$ cat config.mk
export PLATFORM = sky130hd
export DESIGN_NAME = uart_rx_os
export DESIGN_NICKNAME = d
export VERILOG_FILES = /design/src/rtl/uart_pkg.sv /design/src/rtl/sync2.sv /design/src/rtl/uart_rx_os.sv
export SDC_FILE = /design/constraint.sdc
export NUM_CORES = 1
export LEC_CHECK = 0
export CAP_MARGIN = 20
export CORE_AREA = 2 2 45 79
export CTS_CLUSTER_DIAMETER = 50
export CTS_CLUSTER_SIZE = 16
export DETAILED_ROUTE_END_ITERATION = 7
export DIE_AREA = 0 0 47 81
export DONT_BUFFER_PORTS = 1
export PLACE_DENSITY_LB_ADDON = 0.05
export SETUP_SLACK_MARGIN = 0.1
export SLEW_MARGIN = 30
export SYNTH_ARGS = -nofsm -noshare
export SYNTH_HDL_FRONTEND = slang
export SYNTH_SLANG_ARGS = --single-unit
$ cat constraint.sdc
create_clock -name clk -period 2 [get_ports clk]
set_clock_uncertainty 0.15 [all_clocks]
set_input_delay 0.3 -clock clk [delete_from_list [all_inputs] [get_ports clk]]
set_output_delay 0.3 -clock clk [all_outputs]
set_load 0.05 [all_outputs]
$ cat src/rtl/uart_pkg.sv
// Shared UART definitions: receiver/transmitter state encoding and default frame geometry.
package uart_pkg;

    typedef enum logic [2:0] {
        ST_IDLE      = 3'd0,
        ST_START     = 3'd1,
        ST_DATA      = 3'd2,
        ST_STOP      = 3'd3,
        ST_WAIT_HIGH = 3'd4
    } uart_state_t;

    localparam int DEFAULT_OVERSAMPLING = 8;
    localparam int DEFAULT_DATA_BITS    = 8;

    // Counter widths must stay at least one bit even for degenerate sizes.
    function automatic int safe_clog2(input int n);
        return (n > 1) ? $clog2(n) : 1;
    endfunction

endpackage

$ cat src/rtl/sync2.sv
// Two-flop synchronizer for a single asynchronous input; both flops reset to RESET_VAL.
module sync2 #(
    parameter logic RESET_VAL = 1'b1
) (
    input  logic clk,
    input  logic rst_n,
    input  logic d,
    output logic q
);

    logic [1:0] r_sync;

    always_ff @(posedge clk or negedge rst_n) begin
        if (!rst_n) begin
            r_sync <= {2{RESET_VAL}};
        end else begin
            r_sync <= {r_sync[0], d};
        end
    end

    assign q = r_sync[1];

endmodule

$ cat src/rtl/uart_rx_os.sv
// Oversampling UART receiver: start-bit qualification at mid-bit, LSB-first payload,
// stop-bit check with frame-error reporting and break (line held low) handling.
module uart_rx_os
    import uart_pkg::*;
#(
    parameter int OVERSAMPLING = DEFAULT_OVERSAMPLING,
    parameter int DATA_BITS    = DEFAULT_DATA_BITS
) (
    input  logic                 clk,
    input  logic                 rst_n,
    input  logic                 baud_tick,
    input  logic                 rxd,
    output logic [DATA_BITS-1:0] rx_data,
    output logic                 rx_valid,
    output logic                 rx_frame_err,
    output logic                 rx_busy
);

    localparam int CNT_W = safe_clog2(OVERSAMPLING);
    localparam int IDX_W = safe_clog2(DATA_BITS);
    localparam logic [CNT_W-1:0] CNT_HALF = CNT_W'(OVERSAMPLING / 2 - 1);
    localparam logic [CNT_W-1:0] CNT_FULL = CNT_W'(OVERSAMPLING - 1);
    localparam logic [CNT_W-1:0] CNT_ONE  = CNT_W'(1);
    localparam logic [IDX_W-1:0] IDX_LAST = IDX_W'(DATA_BITS - 1);
    localparam logic [IDX_W-1:0] IDX_ONE  = IDX_W'(1);

    uart_state_t          r_state;
    logic [CNT_W-1:0]     r_cnt;
    logic [IDX_W-1:0]     r_bit_idx;
    logic [DATA_BITS-1:0] r_rx_data;
    logic                 r_rx_valid;
    logic                 r_frame_err;

    logic                 w_rxd_s;
    logic                 w_sample_en;
    logic [DATA_BITS-1:0] w_shift;

    sync2 #(
        .RESET_VAL (1'b1)
    ) u_sync (
        .clk   (clk),
        .rst_n (rst_n),
        .d     (rxd),
        .q     (w_rxd_s)
    );

    assign w_sample_en = (r_state == ST_DATA) && baud_tick && (r_cnt == CNT_FULL);

    // One flop per payload bit; only the bit addressed by r_bit_idx captures on a sample tick.
    genvar gi;
    generate
        for (gi = 0; gi < DATA_BITS; gi++) begin : g_shift
            logic r_bit;
            always_ff @(posedge clk or negedge rst_n) begin
                if (!rst_n) begin
                    r_bit <= 1'b0;
                end else if (w_sample_en && (r_bit_idx == IDX_W'(gi))) begin
                    r_bit <= w_rxd_s;
                end
            end
            assign w_shift[gi] = r_bit;
        end
    endgenerate

    always_ff @(posedge clk or negedge rst_n) begin
        if (!rst_n) begin
            r_state     <= ST_IDLE;
            r_cnt       <= '0;
            r_bit_idx   <= '0;
            r_rx_data   <= '0;
            r_rx_valid  <= 1'b0;
            r_frame_err <= 1'b0;
        end else begin
            r_rx_valid  <= 1'b0;
            r_frame_err <= 1'b0;
            case (r_state)
                ST_IDLE: begin
                    if (!w_rxd_s) begin
                        r_state <= ST_START;
                        r_cnt   <= '0;
                    end
                end
                ST_START: begin
                    if (baud_tick) begin
                        if (r_cnt == CNT_HALF) begin
                            r_cnt     <= '0;
                            r_bit_idx <= '0;
                            r_state   <= w_rxd_s ? ST_IDLE : ST_DATA;
                        end else begin
                            r_cnt <= r_cnt + CNT_ONE;
                        end
                    end
                end
                ST_DATA: begin
                    if (baud_tick) begin
                        if (r_cnt == CNT_FULL) begin
                            r_cnt <= '0;
                            if (r_bit_idx == IDX_LAST) begin
                                r_bit_idx <= '0;
                                r_state   <= ST_STOP;
                            end else begin
                                r_bit_idx <= r_bit_idx + IDX_ONE;
                            end
                        end else begin
                            r_cnt <= r_cnt + CNT_ONE;
                        end
                    end
                end
                ST_STOP: begin
                    if (baud_tick) begin
                        if (r_cnt == CNT_FULL) begin
                            r_cnt <= '0;
                            if (w_rxd_s) begin
                                r_rx_data  <= w_shift;
                                r_rx_valid <= 1'b1;
                                r_state    <= ST_IDLE;
                            end else begin
                                r_frame_err <= 1'b1;
                                r_state     <= ST_WAIT_HIGH;
                            end
                        end else begin
                            r_cnt <= r_cnt + CNT_ONE;
                        end
                    end
                end
                // A low stop bit may be a break: ignore the line until it returns high.
                ST_WAIT_HIGH: begin
                    if (w_rxd_s) begin
                        r_state <= ST_IDLE;
                    end
                end
                default: begin
                    r_state <= ST_IDLE;
                end
            endcase
        end
    end

    assign rx_data      = r_rx_data;
    assign rx_valid     = r_rx_valid;
    assign rx_frame_err = r_frame_err;
    assign rx_busy      = (r_state != ST_IDLE);

endmodule

* Yosys cells after proc, flatten, opt, wreduce, memory -nomap -nowiden
Cells that the tools add are included.
Widths: inputs -> output; s select.
** Storage, ports and cells
- Bits in registers :: 29
- Input bits :: 4
- Output and inout bits :: 11
- Logic and storage cells :: 92
** Operators by class
- Add/sub/neg operators :: 2
- Equality and inequality tests :: 23
- Mux-type cells :: 32
- Reduce and logical (&&, ||, !) cells :: 20
** Operator list (number)
- $mux 3 :: 20
- $eq 3x3->1 const B :: 6
- $eq 3x2->1 const B :: 5
- $pmux 3 s5 :: 1
- $ne 2x2->1 const B :: 6
- $logic_and 1x1->1 :: 10
- $pmux 3 s3 :: 1
- $reduce_and 9->1 :: 1
- $mux 1 :: 8
- $ne 2x1->1 const B :: 4
- $reduce_and 4->1 :: 2
- $add 3x1->3 const B :: 2
- $eq 3x1->1 const B :: 2
- $logic_not 3->1 :: 2
- $pmux 3 s2 :: 1
- $reduce_bool 3->1 :: 2
- $reduce_and 5->1 :: 1
- $mux 2 :: 1
- $reduce_bool 2->1 :: 1
- $reduce_or 2->1 :: 1

* Longest topological paths before layout
- Word-level depth :: 5
- Gate-level depth with buffers :: 6
- Gate-level depth less buffers :: 6

* Cells and area by module
A second synthesis with hierarchy kept.
** Unflattened totals
- Cell total of the unflattened synthesis :: 125
- Area total of the unflattened synthesis :: 1526.5 um^2
** By module, submodules not included
- uart_rx_os :: times used 1, cells an instance 123, area an instance 1473.9 um^2, sequential area each 675.6 um^2
- sync2 :: times used 1, cells an instance 2, area an instance 52.6 um^2, sequential area each 52.6 um^2

* Least setup slack after synthesis
No wires, ideal clock.
- Kind :: reg-to-reg
- Start :: register r_cnt[0]
- End :: register r_rx_data[0] (netlist: rx_data[0])
- Setup time :: 0.125 ns
- Data arrival time :: 1.686 ns
- Data required time :: 1.725 ns
- Slack :: 0.039 ns
- Cell stages (with the launch flop) :: 7
- Buffers on the path :: 1
- Period minus slack after synthesis :: 1.961 ns
- Cells stage by stage :: dfrtp_1 ha_1 ha_1 and4b_1 buf_2 nand3_4 mux2_2
** On the way
- Word-level cells in the longest chain between the ends :: 2
** Ends and longest elaborated chain
- start, declared :: line uart_rx_os.sv:28 : logic [CNT_W-1:0] r_cnt;
- start signal, assigned :: line uart_rx_os.sv:90 : r_cnt <= r_cnt + CNT_ONE;
- start signal, assigned :: line uart_rx_os.sv:105 : r_cnt <= r_cnt + CNT_ONE;
- start signal, assigned :: line uart_rx_os.sv:122 : r_cnt <= r_cnt + CNT_ONE;
- $eq 3x3->1 :: line uart_rx_os.sv:111 : if (r_cnt == CNT_FULL) begin
- $reduce_and 4->1 (no line)
- end signal, assigned :: line uart_rx_os.sv:114 : r_rx_data <= w_shift;
- end, declared :: line uart_rx_os.sv:30 : logic [DATA_BITS-1:0] r_rx_data;
No other way between the ends.
A chain may end at the register's enable or synchronous reset.

* Worst setup path after layout
- Start :: register r_cnt[1]
- End :: register r_cnt[0]
** On the way
- Word-level cells in the longest chain between the ends :: 4
- Elaborated cells on any way between the ends :: 7
- Those cells by class :: 2 x eq/ne; 5 x mux
** Ends and longest elaborated chain
- $eq 3x3->1 or $eq 3x2->1 (tied branches) :: line uart_rx_os.sv:96, uart_rx_os.sv:111, uart_rx_os.sv:85
- $mux 3, on equally long branches :: line uart_rx_os.sv:96, uart_rx_os.sv:111, uart_rx_os.sv:85
- $mux 3, on equally long branches :: line uart_rx_os.sv:110, uart_rx_os.sv:84
- $pmux 3 s3 (*) :: line uart_rx_os.sv:76 : case (r_state)
Every way passes the cells marked *; elsewhere a longest branch is shown, timed or not. The select of a mux whose other input is x is not followed.

==> qor.yml <==
status: "finished clean"
r2r_end: "r_cnt[0]"
ys_async_sr_fraction: 1.00
yosysUniqueCellTypes: 36
synth.area.top_cells: "dfrtp_1 44%, mux2_2 15%, ha_1 9.8%"
worstPathCellList: "ha_4 > buf_6 > ha_4 > or3b_1 > a221oi_2 > mux2_4"
clk_pin_slew_ns: 0.06
synth-xor-area-share: 0
ys.warnings.count: 0
yosysTopAreaCellShare: 0.441
whs_ns: 0.0896
end_kind: "register"
crit_required_ns: 2.07
dr.first_iter.drc_count: 17
dp.cells: 166
synth_mux_area_frac: 0.171
core_um2: 3220
syn-num-nets: 140
max-vdd-ir-drop_v: 0.000590
slew_headroom: 0.672
rows: 28
grt_pass1_vias: 1051
rsz0062_at_grt: "yes"
synth_top_family_by_area: "multiplexers"
fmax_ghz: 0.518
yosysSeqAreaShare: 0.475
wl_per_cell_um: 16.3
hold_class: "in -> reg"
hold-path-endpoint: "r_state[1]"
p_per_area_nw_per_um2: 1030
ys_ff_latch: 29
worstPathMaxFanout: 3
wirelength_mm: 2.95
crit_path_start_kind: "register"
clock-sinks: 29
yosys.cell_count.top_type: "dfrtp_1"
via_count: 982
netlist_area_um2: 1530
path_class: "reg -> reg"
diodes: 0
netlist_instances: 124
min_period_ns: 1.93
drc: 0
timing.rr.start: "r_cnt[1]"
slowest_delay_ns: 0.42
synth.top_cells.by_count: "27 x dfrtp_1, 21 x mux2_2, 12 x ha_1"
yosys.area.top_type: "dfrtp_1"
worst_pin_slew_ns: 0.492
finalInstanceArea_um2: 1850
routabilityCongestion: 0.762
leakage_nw: 0.845
start_util: 0.475
grt_overflow: 0
crit_top_cell: "ha_4"
synth-simple-area-share: 0.155
postRouteAntennaNets: 0
drv_slew: 0
cts_tree: "done"
reg2reg_slack_ns: 0.07
synth_compound_area_frac: 0.0531
min_from: "baud_tick"
hold_depth: 3
post-route-period-util: 0.965
cts_inserted_buffers: 5
via_per_inst: 5.43
hpwl_mm: 1.99
synth-edff-count: 0
cts_root_buf: "clkbuf_8"
cts_buffer_depth: 2
setup_tns_ns: 0
io_pins: 15
dr.pass1.iters: 4
finalNetCount: 151
drive_gt1_frac: 0.426
grt_pass1_wl_mm: 4.73
placed_area_um2: 1590
port_buffers: 0
die-area_um2: 3810
area_delta_synth_final_pct: 20.8
grt_max_degree: 30
finalNonFillerCells: 181
cpMaxStageDelayCell: "dfrtp_1"
hold_viol: 0
clkLatencyLatePin_ns: 0.28
power_mw: 1.90
avgSynthCellArea_um2: 12.4
die_x_um: 47
grt_util_all_layers: 0.179
h-tree-depth: 2
cp.arrival_ns: 2.00
fp.dieH_um: 81
r2r_cells: 6
cap_violations: 0
ys.flop_type: "dfrtp_1"
setup_viol: 0
antenna_found_initial: 0
synth-adder-area-share: 0.0980
## power by group
group | switching [mW] | total, mW | internal [mW] | leakage (nW)
clock | 0.216 | 0.621 | 0.405 | 0.0585
combinational | 0.276 | 0.572 | 0.296 | 0.395
sequential | 0.0734 | 0.705 | 0.631 | 0.392
total | 0.565 | 1.90 | 1.33 | 0.845
## through the flow
| stage | setup slack, ns | utilization |
|---|---|---|
| after floorplan | 0.130 | - |
| after global routing | 0.00145 | 0.574 |
| final | 0.0693 | 0.574 |
| after CTS | 0.0391 | 0.545 |
| after detailed placement | 0.0368 | 0.493 |
| after global placement | 0.0753 | 0.493 |
## layout by cell type, fill, tap and decap left out, types with 4 or more instances in the layout
| master | synthesis | layout |
|---|---|---|
| mux2_2 | 21 | 21 |
| buf_4 | 1 | 8 |
| dfrtp_1 | 27 | 25 |
| nand2_1 | 5 | 5 |
| nor2_1 | 4 | 4 |
| nand4b_1 | 4 | 4 |
| ha_1 | 12 | 9 |
| clkbuf_8 | 0 | 6 |
| inv_1 | 6 | 6 |
## cell families after synthesis
group           after synthesis
fa+ha+maj                    12
compound gates               11
simple gates                 34
flops                        29
buf+inv                      15
mux                          23
## state kept, by name, indices dropped and copies added, names as in the netlist
name           count
r_state            3
rx_frame_err       1
u_sync.r_sync      2
r_bit_idx          3
rx_valid           1
g_shift.r_bit      8
rx_data            8
r_cnt              3
## worst max-delay path by stage
| stage | startpoint | endpoint | slack [ns] | depth (start not counted) |
|---|---|---|---|---|
| 5_1_grt | r_cnt[0] | r_cnt[0] | 0.001 | 6 |
| 6_report | r_cnt[1] | r_cnt[0] | 0.07 | 6 |
| 3_3_place_gp | r_cnt[0] | g_shift[1].r_bit | 0.08 | 5 |
| 3_5_place_dp | r_cnt[0] | g_shift[1].r_bit | 0.04 | 5 |
| 4_1_cts | r_cnt[0] | g_shift[2].r_bit | 0.04 | 5 |
| 2_1_floorplan | r_cnt[0] | g_shift[1].r_bit | 0.13 | 5 |
## timing repair
item	CTS	global route
gates resized for setup	3	9
buffers inserted	0	4
hold endpoints to repair	30	0
endpoints found under the setup margin	13	17
hold buffers	3	0
pin swaps	3	6
## cell type report
type	instances	area (um^2)
inverters	6	22.5
well taps	45	56.3
clock buffers	7	86.3
flip-flops and latches	29	731
clock inverters	1	30.0
fillers	291	1370
multi-input cells	80	793
repair buffers	13	131
## routing by layer
metal	wire length, um	up-vias	GRT usage
met5	0	-	0
met4	68	0	0.108
met3	119	9	0.0556
met2	1640	18	0.310
met1	1130	494	0.174
li1	-	461	-
## worst max-delay path: cells and delay by family, from the launching register on
kind / cells / cell delay, ns
DFF: 1 / 0.42
and+or+nand+nor: 1 / 0.39
adders and majority gates: 2 / 0.33
AOI/OAI and AO/OA: 1 / 0.27
muxes: 1 / 0.20
buffers and inverters: 1 / 0.12
No activity file was read; power rests on OpenSTA's default activity.
